==> src/rtl/pll_bringup_seq.sv <==
// PLL bring-up sequencer: pulses PLL reset, filters lock, staggers the output
// enables, releases the system reset, then supervises lock and retries on timeout.
module pll_bringup_seq #(
    parameter int unsigned NUM_CLK        = 5,
    parameter int unsigned RST_CYCLES     = 16,
    parameter int unsigned LOCK_FILT      = 64,
    parameter int unsigned ENCLK_GAP      = 8,
    parameter int unsigned RELOCK_TIMEOUT = 100000,
    parameter int unsigned MAX_RETRY      = 3,
    localparam int unsigned RETRY_W      = (MAX_RETRY > 0) ? $clog2(MAX_RETRY + 1) : 1
) (
    input  logic               clkin,
    input  logic               reset,
    input  logic               pll_lock,
    input  logic               force_relock,
    output logic               pll_reset,
    output logic [NUM_CLK-1:0] enclk,
    output logic               sys_reset,
    output logic               locked,
    output logic               fail,
    output logic               lock_lost,
    output logic [RETRY_W-1:0] retry_cnt
);

    localparam int unsigned MAX_A   = (RST_CYCLES > LOCK_FILT) ? RST_CYCLES : LOCK_FILT;
    localparam int unsigned MAX_B   = (ENCLK_GAP > RELOCK_TIMEOUT) ? ENCLK_GAP : RELOCK_TIMEOUT;
    localparam int unsigned CNT_MAX = (MAX_A > MAX_B) ? MAX_A : MAX_B;
    localparam int unsigned CNT_W   = $clog2(CNT_MAX + 1);
    localparam int unsigned IDX_W   = (NUM_CLK > 1) ? $clog2(NUM_CLK) : 1;

    localparam logic [2:0] S_RESET_PLL = 3'd0;
    localparam logic [2:0] S_WAIT_LOCK = 3'd1;
    localparam logic [2:0] S_FILTER    = 3'd2;
    localparam logic [2:0] S_ENABLE    = 3'd3;
    localparam logic [2:0] S_RUN       = 3'd4;
    localparam logic [2:0] S_FAIL      = 3'd5;

    logic [2:0]         state_q, state_d;
    logic [CNT_W-1:0]   cnt_q, cnt_d, cnt_inc;
    logic [IDX_W-1:0]   idx_q, idx_d;
    logic               lock_meta, lock_s;
    logic               pll_reset_d, sys_reset_d, locked_d, fail_d, lock_lost_d;
    logic [NUM_CLK-1:0] enclk_d;
    logic [RETRY_W-1:0] retry_d;

    // Two-flop synchronizer for the asynchronous PLL lock indication
    always_ff @(posedge clkin) begin
        if (reset) begin
            lock_meta <= 1'b0;
            lock_s    <= 1'b0;
        end else begin
            lock_meta <= pll_lock;
            lock_s    <= lock_meta;
        end
    end

    // Next-state and next-output logic; force_relock overrides every state
    always_comb begin
        state_d     = state_q;
        cnt_d       = cnt_q;
        idx_d       = idx_q;
        pll_reset_d = pll_reset;
        enclk_d     = enclk;
        sys_reset_d = sys_reset;
        locked_d    = locked;
        fail_d      = fail;
        lock_lost_d = lock_lost;
        retry_d     = retry_cnt;
        cnt_inc     = (cnt_q == CNT_W'(CNT_MAX)) ? cnt_q : cnt_q + CNT_W'(1);

        if (force_relock) begin
            state_d     = S_RESET_PLL;
            cnt_d       = '0;
            idx_d       = '0;
            pll_reset_d = 1'b1;
            enclk_d     = '0;
            sys_reset_d = 1'b1;
            locked_d    = 1'b0;
            fail_d      = 1'b0;
            retry_d     = '0;
            // a lock drop seen in RUN on the same cycle still marks the loss
            lock_lost_d = (state_q == S_RUN) && !lock_s;
        end else begin
            case (state_q)
                S_RESET_PLL: begin
                    pll_reset_d = 1'b1;
                    enclk_d     = '0;
                    sys_reset_d = 1'b1;
                    locked_d    = 1'b0;
                    if (cnt_q >= CNT_W'(RST_CYCLES - 1)) begin
                        state_d     = S_WAIT_LOCK;
                        cnt_d       = '0;
                        pll_reset_d = 1'b0;
                    end else begin
                        cnt_d = cnt_inc;
                    end
                end
                S_WAIT_LOCK: begin
                    if (lock_s) begin
                        if (LOCK_FILT <= 1) begin
                            state_d = S_ENABLE;
                            cnt_d   = '0;
                            idx_d   = '0;
                            enclk_d = NUM_CLK'(1);
                        end else begin
                            state_d = S_FILTER;
                            cnt_d   = CNT_W'(1);
                        end
                    end else if (cnt_q >= CNT_W'(RELOCK_TIMEOUT - 1)) begin
                        cnt_d       = '0;
                        pll_reset_d = 1'b1;
                        if (retry_cnt >= RETRY_W'(MAX_RETRY)) begin
                            state_d = S_FAIL;
                            fail_d  = 1'b1;
                        end else begin
                            state_d = S_RESET_PLL;
                            retry_d = retry_cnt + RETRY_W'(1);
                        end
                    end else begin
                        cnt_d = cnt_inc;
                    end
                end
                S_FILTER: begin
                    if (!lock_s) begin
                        state_d = S_WAIT_LOCK;
                        cnt_d   = '0;
                    end else if (cnt_q >= CNT_W'(LOCK_FILT - 1)) begin
                        state_d = S_ENABLE;
                        cnt_d   = '0;
                        idx_d   = '0;
                        enclk_d = NUM_CLK'(1);
                    end else begin
                        cnt_d = cnt_inc;
                    end
                end
                S_ENABLE: begin
                    if (!lock_s) begin
                        // enables drop on the same edge the PLL reset rises
                        state_d     = S_RESET_PLL;
                        cnt_d       = '0;
                        idx_d       = '0;
                        pll_reset_d = 1'b1;
                        enclk_d     = '0;
                        sys_reset_d = 1'b1;
                    end else if (cnt_q >= CNT_W'(ENCLK_GAP - 1)) begin
                        cnt_d = '0;
                        if (idx_q >= IDX_W'(NUM_CLK - 1)) begin
                            state_d     = S_RUN;
                            sys_reset_d = 1'b0;
                            locked_d    = 1'b1;
                            retry_d     = '0;
                        end else begin
                            idx_d   = idx_q + IDX_W'(1);
                            enclk_d = enclk | (NUM_CLK'(1) << idx_d);
                        end
                    end else begin
                        cnt_d = cnt_inc;
                    end
                end
                S_RUN: begin
                    if (!lock_s) begin
                        state_d     = S_RESET_PLL;
                        cnt_d       = '0;
                        idx_d       = '0;
                        pll_reset_d = 1'b1;
                        enclk_d     = '0;
                        sys_reset_d = 1'b1;
                        locked_d    = 1'b0;
                        lock_lost_d = 1'b1;
                    end
                end
                S_FAIL: begin
                    pll_reset_d = 1'b1;
                    enclk_d     = '0;
                    sys_reset_d = 1'b1;
                    locked_d    = 1'b0;
                    fail_d      = 1'b1;
                end
                default: begin
                    state_d     = S_RESET_PLL;
                    cnt_d       = '0;
                    idx_d       = '0;
                    pll_reset_d = 1'b1;
                    enclk_d     = '0;
                    sys_reset_d = 1'b1;
                    locked_d    = 1'b0;
                    fail_d      = 1'b0;
                end
            endcase
        end
    end

    // State, counters and registered outputs
    always_ff @(posedge clkin) begin
        if (reset) begin
            state_q   <= S_RESET_PLL;
            cnt_q     <= '0;
            idx_q     <= '0;
            pll_reset <= 1'b1;
            enclk     <= '0;
            sys_reset <= 1'b1;
            locked    <= 1'b0;
            fail      <= 1'b0;
            lock_lost <= 1'b0;
            retry_cnt <= '0;
        end else begin
            state_q   <= state_d;
            cnt_q     <= cnt_d;
            idx_q     <= idx_d;
            pll_reset <= pll_reset_d;
            enclk     <= enclk_d;
            sys_reset <= sys_reset_d;
            locked    <= locked_d;
            fail      <= fail_d;
            lock_lost <= lock_lost_d;
            retry_cnt <= retry_d;
        end
    end

endmodule

==> config.mk <==
export PLATFORM = sky130hd
export DESIGN_NAME = pll_bringup_seq
export DESIGN_NICKNAME = d
export VERILOG_FILES = /design/src/rtl/pll_bringup_seq.sv
export SDC_FILE = /design/constraint.sdc
export NUM_CORES = 1
export LEC_CHECK = 0
export BUFFER_PORTS_ARGS = -buffer_cell sky130_fd_sc_hd__clkbuf_2
export CORE_MARGIN = 2
export CORE_UTILIZATION = 45
export DETAILED_ROUTE_END_ITERATION = 6
export GPL_TIMING_DRIVEN = 0
export PLACE_DENSITY_LB_ADDON = 0.25
export SETUP_SLACK_MARGIN = 0.1
export SLEW_MARGIN = 20
export SYNTH_ARGS = -nofsm -noshare
export SYNTH_HDL_FRONTEND = slang
export SYNTH_SLANG_ARGS = --single-unit
export TNS_END_PERCENT = 50
==> constraint.sdc <==
create_clock -name clkin -period 2.53 [get_ports clkin]
set_input_delay 0.506 -clock clkin [delete_from_list [all_inputs] [get_ports clkin]]
set_output_delay 0.506 -clock clkin [all_outputs]
set_load 0.01 [all_outputs]
==> results of run 1 <==
-- report_power, final --
group	leakage [nW]	total (mW)	internal, mW	switching [mW]
Combinational	0.587	0.0448	0.0162	0.0286
Sequential	0.299	0.589	0.585	0.00378
Clock	0.0395	0.405	0.196	0.209
Total	0.925	1.04	0.797	0.241
-- kinds of logic after synthesis --
group / after synthesis
multiplexers: 2
XOR/XNOR: 5
buffers and inverters: 26
adder cells (fa/ha/maj): 9
AND/OR/NAND/NOR: 117
AO/OA/AOI/OAI: 83
flip-flops: 37
-- cell usage in the layout, fill, tap and decap left out, drive strengths merged, types with 5 or more instances in the layout --
cell type	instances
nor2b	8
a211oi	6
inv	11
ha	9
o21ai	23
and2	5
nor2	25
dfxtp	37
buf	8
nand2	26
nand4	9
o31ai	6
clkbuf	34
a21oi	20
nor3	5
and3	9
a22o	5
nand3	14
-- flip-flops by register name, indices dropped and copies added (netlist names) --
register / cells
cnt_q: 17
enclk: 5
fail: 1
idx_q: 3
lock_lost: 1
lock_meta: 1
lock_s: 1
locked: 1
pll_reset: 1
retry_cnt: 2
state_q: 3
sys_reset: 1
-- what timing repair did --
item	in CTS	in global routing
hold buffers	0	0
endpoints found under the setup margin	0	23
setup buffers	0	4
hold endpoints to repair	0	0
gates resized for setup	0	7
-- routing by layer --
layer	vias up	share of wire	wire length (um)
li1	1075	-	-
met1	999	0.45	2470
met2	54	0.49	2700
met3	13	0.044	242
met4	0	0.020	110
met5	-	0	0
-- worst paths after layout --
path,start,end
setup reg to reg,cnt_q[0]$_SDFFE_PP0P_,cnt_q[2]$_SDFFE_PP0P_
setup / recovery,cnt_q[0]$_SDFFE_PP0P_,cnt_q[2]$_SDFFE_PP0P_
hold reg to reg,lock_meta$_SDFF_PP0_,lock_s$_SDFF_PP0_
hold / removal,reset,lock_s$_SDFF_PP0_
-- layout make-up --
type,instances,area share
Timing Repair Buffer,19,0.0415
Buffer,15,0.0292
Clock buffer,8,0.0316
Inverter,11,0.0163
Multi-Input combinational cell,216,0.555
Tap cell,67,0.0331
Sequential cell,37,0.293
==> flow_summary.toml, run 1 <==
[sta]
maxClockFrequency_mhz = 447
timing_max_transition_violations_final = 0
timing_hold_violations_final = 0
finalCritPeriodShare = 0.884
max_slew.worst_pin.slew_ns = 0.742
timing.max_slew.rel_slack = 0.504
grt_setup_unrepaired = "yes"
fin_setup_tns_ns = 0
total_setup_violations_reported_at_the_end_of_the_flow = 0
whs_ns = 0.434
fin_crit_ns = 2.24
finalClockSkew_ns = 0.00678
finalWorstSetupSlack_ns = 0.292

[finish]
finish.cell_count_without_fillers = 373
final_cell_area_sq_um = 2530
finish.utilization = 0.532
antenna-diode-count = 0
seq_area_sq_um = 742
final_nets = 318
layout-area-overhead-vs-synth_pct = 13.2
fill_cell_instance_count_of_the_final_layout = 470
multiInputGateArea_sq_um = 1410
drive_gt1_frac = 0.157

[power_and_ir_drop]
leakage_power_total_nw = 0.925
vdd_drop_max_mv = 0.363
totalPowerFinal_mw = 1.04
power.density_nw_per_um2 = 410

[synthesis]
yosys_warnings = 0
synth-edff-count = 0
syn_avg_cell_area_sq_um = 8.01
yosysTopAreaCell = "dfxtp_1"
basic_gate_share_of_the_synthesized_area_counting_and_or_nand_and_nor_cells = 0.284
ys_async_sr_fraction = 0
most_common_cell_in_the_synthesized_netlist = "dfxtp_1"
seq_area_frac_synth = 0.331
dominant_combinational_cell_family_by_area_after_synthesis = "simple AND/OR/NAND/NOR gates"
compound_cell_area_share_of_the_yosys_netlist = 0.255
fraction_of_synthesized_cell_area_in_xor_and_xnor_cells = 0.0196
yosys.area.top_type_share = 0.331
synth-adder-area-share = 0.0504
synthesis.nets = 292
synth.ff_latch_count = 37
ys.flop_type = "dfxtp_1"
netlist_top_cells_area = "dfxtp_1 (33%), ha_1 (5.0%), a21oi_1 (4.3%)"
synth_mux_area_frac = 0.00895
synth_cell_type_count = 59
mappedNetlistArea_sq_um = 2240
synthCells = 279
yosys-top-cells-count = "dfxtp_1 (37), nand2_1 (25), nor2_1 (24)"

[grt]
first_global_vias = 2041
largest_net_degree_at_the_start_of_global_routing = 11
wire_length_of_the_first_global_routing_pass_mm = 9.33
groute.layer.met1.usage = 0.273
gr-usage-all-layers = 0.216
grt_antenna_before_repair = 0
grt-busiest-layer = "met2"
globalRouteOverflowTotal = 0
grt.met2_usage = 0.369
global_route.usage.met3 = 0.0474

[place]
place.gp.congestion = 0.935
detailedPlace.worstSlack_ns = 0.138
buffer_ports.inserted = 15
placed_cells = 361
post_dp_cell_area_sq_um = 2390
dpl.hpwl_mm = 4.05

[critical_path]
worst-r2r-setup-slack_ns = 0.29
cp_num_cells = 8
crit_path_max_fanout = 10
timing_worst_setup_path_type = "flop to flop"
critical_path.top_delay_family = "compound AO/OA/AOI/OAI gates"
critPathBufInv = 1
end_kind = "flop"
cp-start-kind = "flop"
ff2ff_path_depth = 8
critical_path.cell_chain = "ha_2, a21oi_1, o211ai_1, a211oi_2, o311a_1, clkbuf_4, o21ai_0, o21ai_1"
critical_path_required_ns = 2.75
worst_ep_arrival_time_ns = 2.46
critPathSlowestCell = "dfxtp_2"
longest_individual_stage_delay_on_the_worst_path_ns = 0.36

[routing]
wl_per_cell_um = 14.8
final_antenna_net_count = 0
total_detailed_routing_wirelength_mm = 5.52
route.vias.total = 2141
detail_route.first_pass.iterations = 4
route.detailed.drc = 0
dr.first_iter.drc_count = 301
number_of_vias_per_cell = 5.74

[die]
floorplan.die_area_sq_um = 5550
row_count = 25
fp.coreArea_sq_um = 4750
fp.dieH_um = 74.5
pin_count = 16
floorplan.initialDensity = 0.470
die_span_x_um = 74.5

[clock_network]
cts_htree_levels = 2
tritoncts = "done"
cts_num_sinks = 37
clkSlewWorstSetupHoldPaths_ns = 0.07
cts_inserted_buffers = 5
clk-insertion-delay-late_ns = 0.29
cts-root-to-sink-buffers = 2
cts_root_buf = "clkbuf_8"

[hold_path]
min-delay-path-class = "primary input to flop"
whs_path_depth = 2

[job]
cap_violations = 0

[run_status]
run_status = "finished, final reports clean"
(Power assumes the default switching activity.)
==> inputs of run 2 (changes only) <==
- SETUP_SLACK_MARGIN: 0.1 -> 0.3
==> flow_summary.toml, run 2 (same netlist as run 1, synthesis figures left out) <==
[run_status]
run_status = "finished, final reports clean"

[die]
floorplan.initialDensity = 0.470
floorplan.die_area_sq_um = 5550
fp.dieH_um = 74.5
pin_count = 16
die_span_x_um = 74.5
fp.coreArea_sq_um = 4750
row_count = 25

[routing]
number_of_vias_per_cell = 5.82
dr.first_iter.drc_count = 298
route.detailed.drc = 0
final_antenna_net_count = 0
route.vias.total = 2230
detail_route.first_pass.iterations = 4
wl_per_cell_um = 15.6
total_detailed_routing_wirelength_mm = 5.98

[finish]
antenna-diode-count = 0
layout-area-overhead-vs-synth_pct = 21.2
layout_common_cells = "dfxtp_1 (30), nor2_1 (24), nand2_1 (24)"
top_register = "cnt_q"
drive_gt1_frac = 0.231
final_nets = 328
layout_commonest_cell = "dfxtp_1"
registers_with_the_most_flip_flops = "cnt_q x17, enclk x5"
largest_register_ff_count = 17
fill_cell_instance_count_of_the_final_layout = 444

[grt]
wire_length_of_the_first_global_routing_pass_mm = 9.48
largest_net_degree_at_the_start_of_global_routing = 11
first_global_vias = 2063
globalRouteOverflowTotal = 0
gr-usage-all-layers = 0.221
grt_antenna_before_repair = 0

[critical_path]
capturing_instance_or_port_of_the_critical_path = "cnt_q[5]$_SDFFE_PP0P_"
cp-start-kind = "flop"
crit_path_from = "state_q[0]$_SDFFE_PP0P_"
critPathBufInv = 2
worst_ep_arrival_time_ns = 2.39
end_kind = "flop"
crit_path_max_fanout = 5
worst-r2r-setup-slack_ns = 0.35
ff2ff_path_depth = 8
timing_worst_setup_path_type = "flop to flop"
cp_num_cells = 8
critical_path.top_delay_family = "compound AO/OA/AOI/OAI gates"
critical_path.cell_chain = "nor2b_1, inv_1, or3_1, a211o_4, a21oi_4, buf_2, a31oi_1, o31ai_1"
critical_path_required_ns = 2.73
worstReg2RegStart = "state_q[0]$_SDFFE_PP0P_"
r2r-end = "cnt_q[5]$_SDFFE_PP0P_"
longest_individual_stage_delay_on_the_worst_path_ns = 0.40
critPathSlowestCell = "or3_1"

[clock_network]
cts-root-to-sink-buffers = 2
cts_inserted_buffers = 5
cts_htree_levels = 2
cts_root_buf = "clkbuf_8"
cts_num_sinks = 37
tritoncts = "done"
clkSlewWorstSetupHoldPaths_ns = 0.07
clk-insertion-delay-late_ns = 0.29

[sta]
maxClockFrequency_mhz = 458
fin_setup_tns_ns = 0
timing.max_slew.rel_slack = 0.471
whs_ns = 0.436
timing_hold_violations_final = 0
fin_crit_ns = 2.18
finalClockSkew_ns = 0.00646
finalCritPeriodShare = 0.862
max_slew.worst_pin.slew_ns = 0.790
grt_setup_unrepaired = "yes"
total_setup_violations_reported_at_the_end_of_the_flow = 0
timing_max_transition_violations_final = 0

[hold_path]
whs_path_depth = 2
min-delay-path-class = "primary input to flop"

[power_and_ir_drop]
power.density_nw_per_um2 = 383
leakage_power_total_nw = 1.01
vdd_drop_max_mv = 0.369

[place]
buffer_ports.inserted = 15
place.gp.congestion = 0.935
dpl.hpwl_mm = 4.05

[job]
cap_violations = 0
[run 2: cell count changes in the layout (fill, tap and decap cells not counted), sizes merged]
cell / previous run / this run
buf: 8 / 18
[run 2: power by group]
| part | switching (mW) | leakage (nW) | internal [mW] |
|---|---|---|---|
| clock | 0.206 | 0.0395 | 0.196 |
| combinational | 0.0307 | 0.671 | 0.0177 |
| sequential | 0.00477 | 0.303 | 0.584 |
[run 2: worst min-delay path by stage]
stage                         startpoint                      to  slack [ns]
floorplan           lock_meta$_SDFF_PP0_       lock_s$_SDFF_PP0_        0.41
global placement    lock_meta$_SDFF_PP0_       lock_s$_SDFF_PP0_        0.42
detailed placement  lock_meta$_SDFF_PP0_       lock_s$_SDFF_PP0_        0.44
CTS                                reset  lock_lost$_SDFFE_PP0P_        0.44
global route                       reset    lock_meta$_SDFF_PP0_        0.44
finish                             reset       lock_s$_SDFF_PP0_        0.44
[run 2: cell type report]
cell class	count	area [sq um]	area share
Timing Repair Buffer	29	181	0.0669
Buffer	15	86.3	0.0319
Sequential cell	37	754	0.278
Clock buffer	8	80.1	0.0295
Multi-Input combinational cell	216	1480	0.547
Tap cell	67	83.8	0.0309
Inverter	11	41.3	0.0152
[run 2: worst reg2reg max path, cell delays in order (launching register included)]
cell and delay, ns:
dfxtp_1 0.34, nor2b_1 0.23, inv_1 0.11, or3_1 0.40, a211o_4 0.38, a21oi_4 0.26
buf_2 0.23, a31oi_1 0.10, o31ai_1 0.07
[run 2: metal layers]
metal,vias up,wire length [um],global-route usage
li1,1091,-,-
met1,1054,2560,0.274
met2,71,2970,0.382
met3,14,327,0.0474
met4,0,120,0.0675
met5,-,0,0
[run 2: per-stage QoR]
| stage | util | setup WS (ns) | area [sq um] | std cells | total power, mW |
|---|---|---|---|---|---|
| after floorplan | - | 0.505 | 2240 | 279 | 0.628 |
| after global placement | 0.504 | 0.120 | 2390 | 361 | 0.642 |
| after detailed placement | 0.504 | 0.138 | 2390 | 361 | 0.642 |
| after CTS | 0.531 | 0.306 | 2520 | 373 | 1.04 |
| after global routing | 0.570 | 0.234 | 2710 | 383 | 1.07 |
| final | 0.570 | 0.348 | 2710 | 383 | 1.04 |
[run 2: repair_timing]
item,4_1_cts,5_1_grt
buffers inserted,4,9
endpoints found under the setup margin,23,27
hold buffers,0,0
resized for setup,4,32
cloned,0,1
pin swaps,5,13
==> inputs of run 3 (changes only) <==
- REMOVE_ABC_BUFFERS: not set -> 1
==> flow_summary.toml, run 3 (same netlist as run 1, synthesis figures left out) <==
[run_status]
run_status = "finished, final reports clean"

[power_and_ir_drop]
totalPowerFinal_mw = 1.05
swShare = 0.226
net-switching-power_uw = 237
p_clk_frac = 0.403
leakage_power_total_nw = 0.947
power.density_nw_per_um2 = 399
vdd_drop_max_mv = 0.400
p_int_uw = 811
sequentialPowerShare = 0.560
combinational_share_of_power = 0.037

[sta]
finalClockSkew_ns = 0.00914
maxClockFrequency_mhz = 439
grt_setup_unrepaired = "yes"
fin_setup_tns_ns = 0
fin_crit_ns = 2.28
total_setup_violations_reported_at_the_end_of_the_flow = 0
timing_hold_violations_final = 0
finalCritPeriodShare = 0.900
max_slew.worst_pin.slew_ns = 0.767
timing.max_slew.rel_slack = 0.486
timing_max_transition_violations_final = 0

[grt]
gr-usage-all-layers = 0.195
first_global_vias = 1868
largest_net_degree_at_the_start_of_global_routing = 24
wire_length_of_the_first_global_routing_pass_mm = 8.38
grt_antenna_before_repair = 0
globalRouteOverflowTotal = 0

[clock_network]
clkSlewWorstSetupHoldPaths_ns = 0.07
cts_htree_levels = 2
cts_root_buf = "clkbuf_8"
cts_hold_repair.buffers = 0
cts-root-to-sink-buffers = 2
clk-insertion-delay-late_ns = 0.30
tritoncts = "done"
cts_num_sinks = 37
cts_inserted_buffers = 5

[die]
floorplan.initialDensity = 0.470
die_span_x_um = 74.5
floorplan.die_area_sq_um = 5550
fp.coreArea_sq_um = 4750
row_count = 25
pin_count = 16
fp.dieH_um = 74.5

[critical_path]
critPathBufInv = 2
critical_path.top_delay_family = "simple AND/OR/NAND/NOR gates"
critical_path_required_ns = 2.72
critical_path.cell_chain = "nor4_4, nand4_1, nor4b_4, a211o_2, buf_4, a21oi_4, buf_6, a21o_1, a22o_1"
critPathSlowestCell = "nor4b_4"
end_kind = "flop"
timing_worst_setup_path_type = "flop to flop"
longest_individual_stage_delay_on_the_worst_path_ns = 0.37
crit_path_max_fanout = 10
cp-start-kind = "flop"
worst_ep_arrival_time_ns = 2.46

[place]
place.gp.congestion = 0.834
dpl.hpwl_mm = 3.62
buffer_ports.inserted = 15

[routing]
wl_per_cell_um = 14.7
number_of_vias_per_cell = 5.74
route.vias.total = 2083
total_detailed_routing_wirelength_mm = 5.33
route.detailed.drc = 0
final_antenna_net_count = 0
dr.first_iter.drc_count = 186
detail_route.first_pass.iterations = 4

[hold_path]
min-delay-path-class = "primary input to flop"

[finish]
largest_register_ff_count = 17
layout_common_cells = "nor2_1 (24), nand2_1 (24), dfxtp_1 (24)"
final_nets = 309
finish.utilization = 0.553
top_register = "cnt_q"
registers_with_the_most_flip_flops = "cnt_q x17, enclk x5"
drive_gt1_frac = 0.240
antenna-diode-count = 0
layout-area-overhead-vs-synth_pct = 17.5

[job]
cap_violations = 0
run 3: area by class of cell:
type                       instances  area (sq um)
fill                             461          2130
timing repair buffer              25           170
sequential                        37           767
tap                               67          83.8
clock buffer                       7          86.3
inverter                          11          41.3
multi-input combinational        216          1480
run 3: path summary, 6_finish.rpt:
check	startpoint	to	slack, ns	cells past startpoint
hold / removal	reset	lock_s$_SDFF_PP0_	0.42	2
setup / recovery	cnt_q[14]$_SDFFE_PP0P_	cnt_q[7]$_SDFFE_PP0P_	0.25	9
hold reg to reg	lock_meta$_SDFF_PP0_	lock_s$_SDFF_PP0_	0.45	1
setup reg to reg	cnt_q[14]$_SDFFE_PP0P_	cnt_q[7]$_SDFFE_PP0P_	0.25	9
run 3: power by group through the flow:
stage | Clock, mW | Sequential [mW] | Combinational, mW
floorplan | 0 | 0.602 | 0.0229
global placement | 0 | 0.603 | 0.0330
detailed placement | 0 | 0.603 | 0.0339
CTS | 0.429 | 0.588 | 0.0363
global route | 0.453 | 0.587 | 0.0446
finish | 0.422 | 0.587 | 0.0389
run 3: metrics by stage:
step | setup slack [ns] | hold WS (ns) | std cells | cell area (sq um)
4_1_cts | 0.218 | 0.419 | 355 | 2440
2_1_floorplan | 0.343 | 0.414 | 264 | 2160
5_1_grt | 0.186 | 0.433 | 363 | 2630
6_report | 0.254 | 0.417 | 363 | 2630
3_5_place_dp | -0.0679 | 0.436 | 346 | 2320
3_3_place_gp | -0.0678 | 0.436 | 346 | 2320
run 3: metal layers:
metal	vias to the layer above	routed length, um	GRT usage	share of wire
li1	1051	-	-	-
met2	48	2570	0.330	0.48
met4	0	67	0.0754	0.013
met3	8	210	0.0393	0.039
met5	-	0	0	0
met1	976	2480	0.244	0.47
run 3: what timing repair did:
item,CTS,global route
gates cloned,0,0
pin swaps,2,9
resized for setup,9,30
buffers inserted,2,8
hold endpoints to repair,0,0
endpoints found under the setup margin,27,26
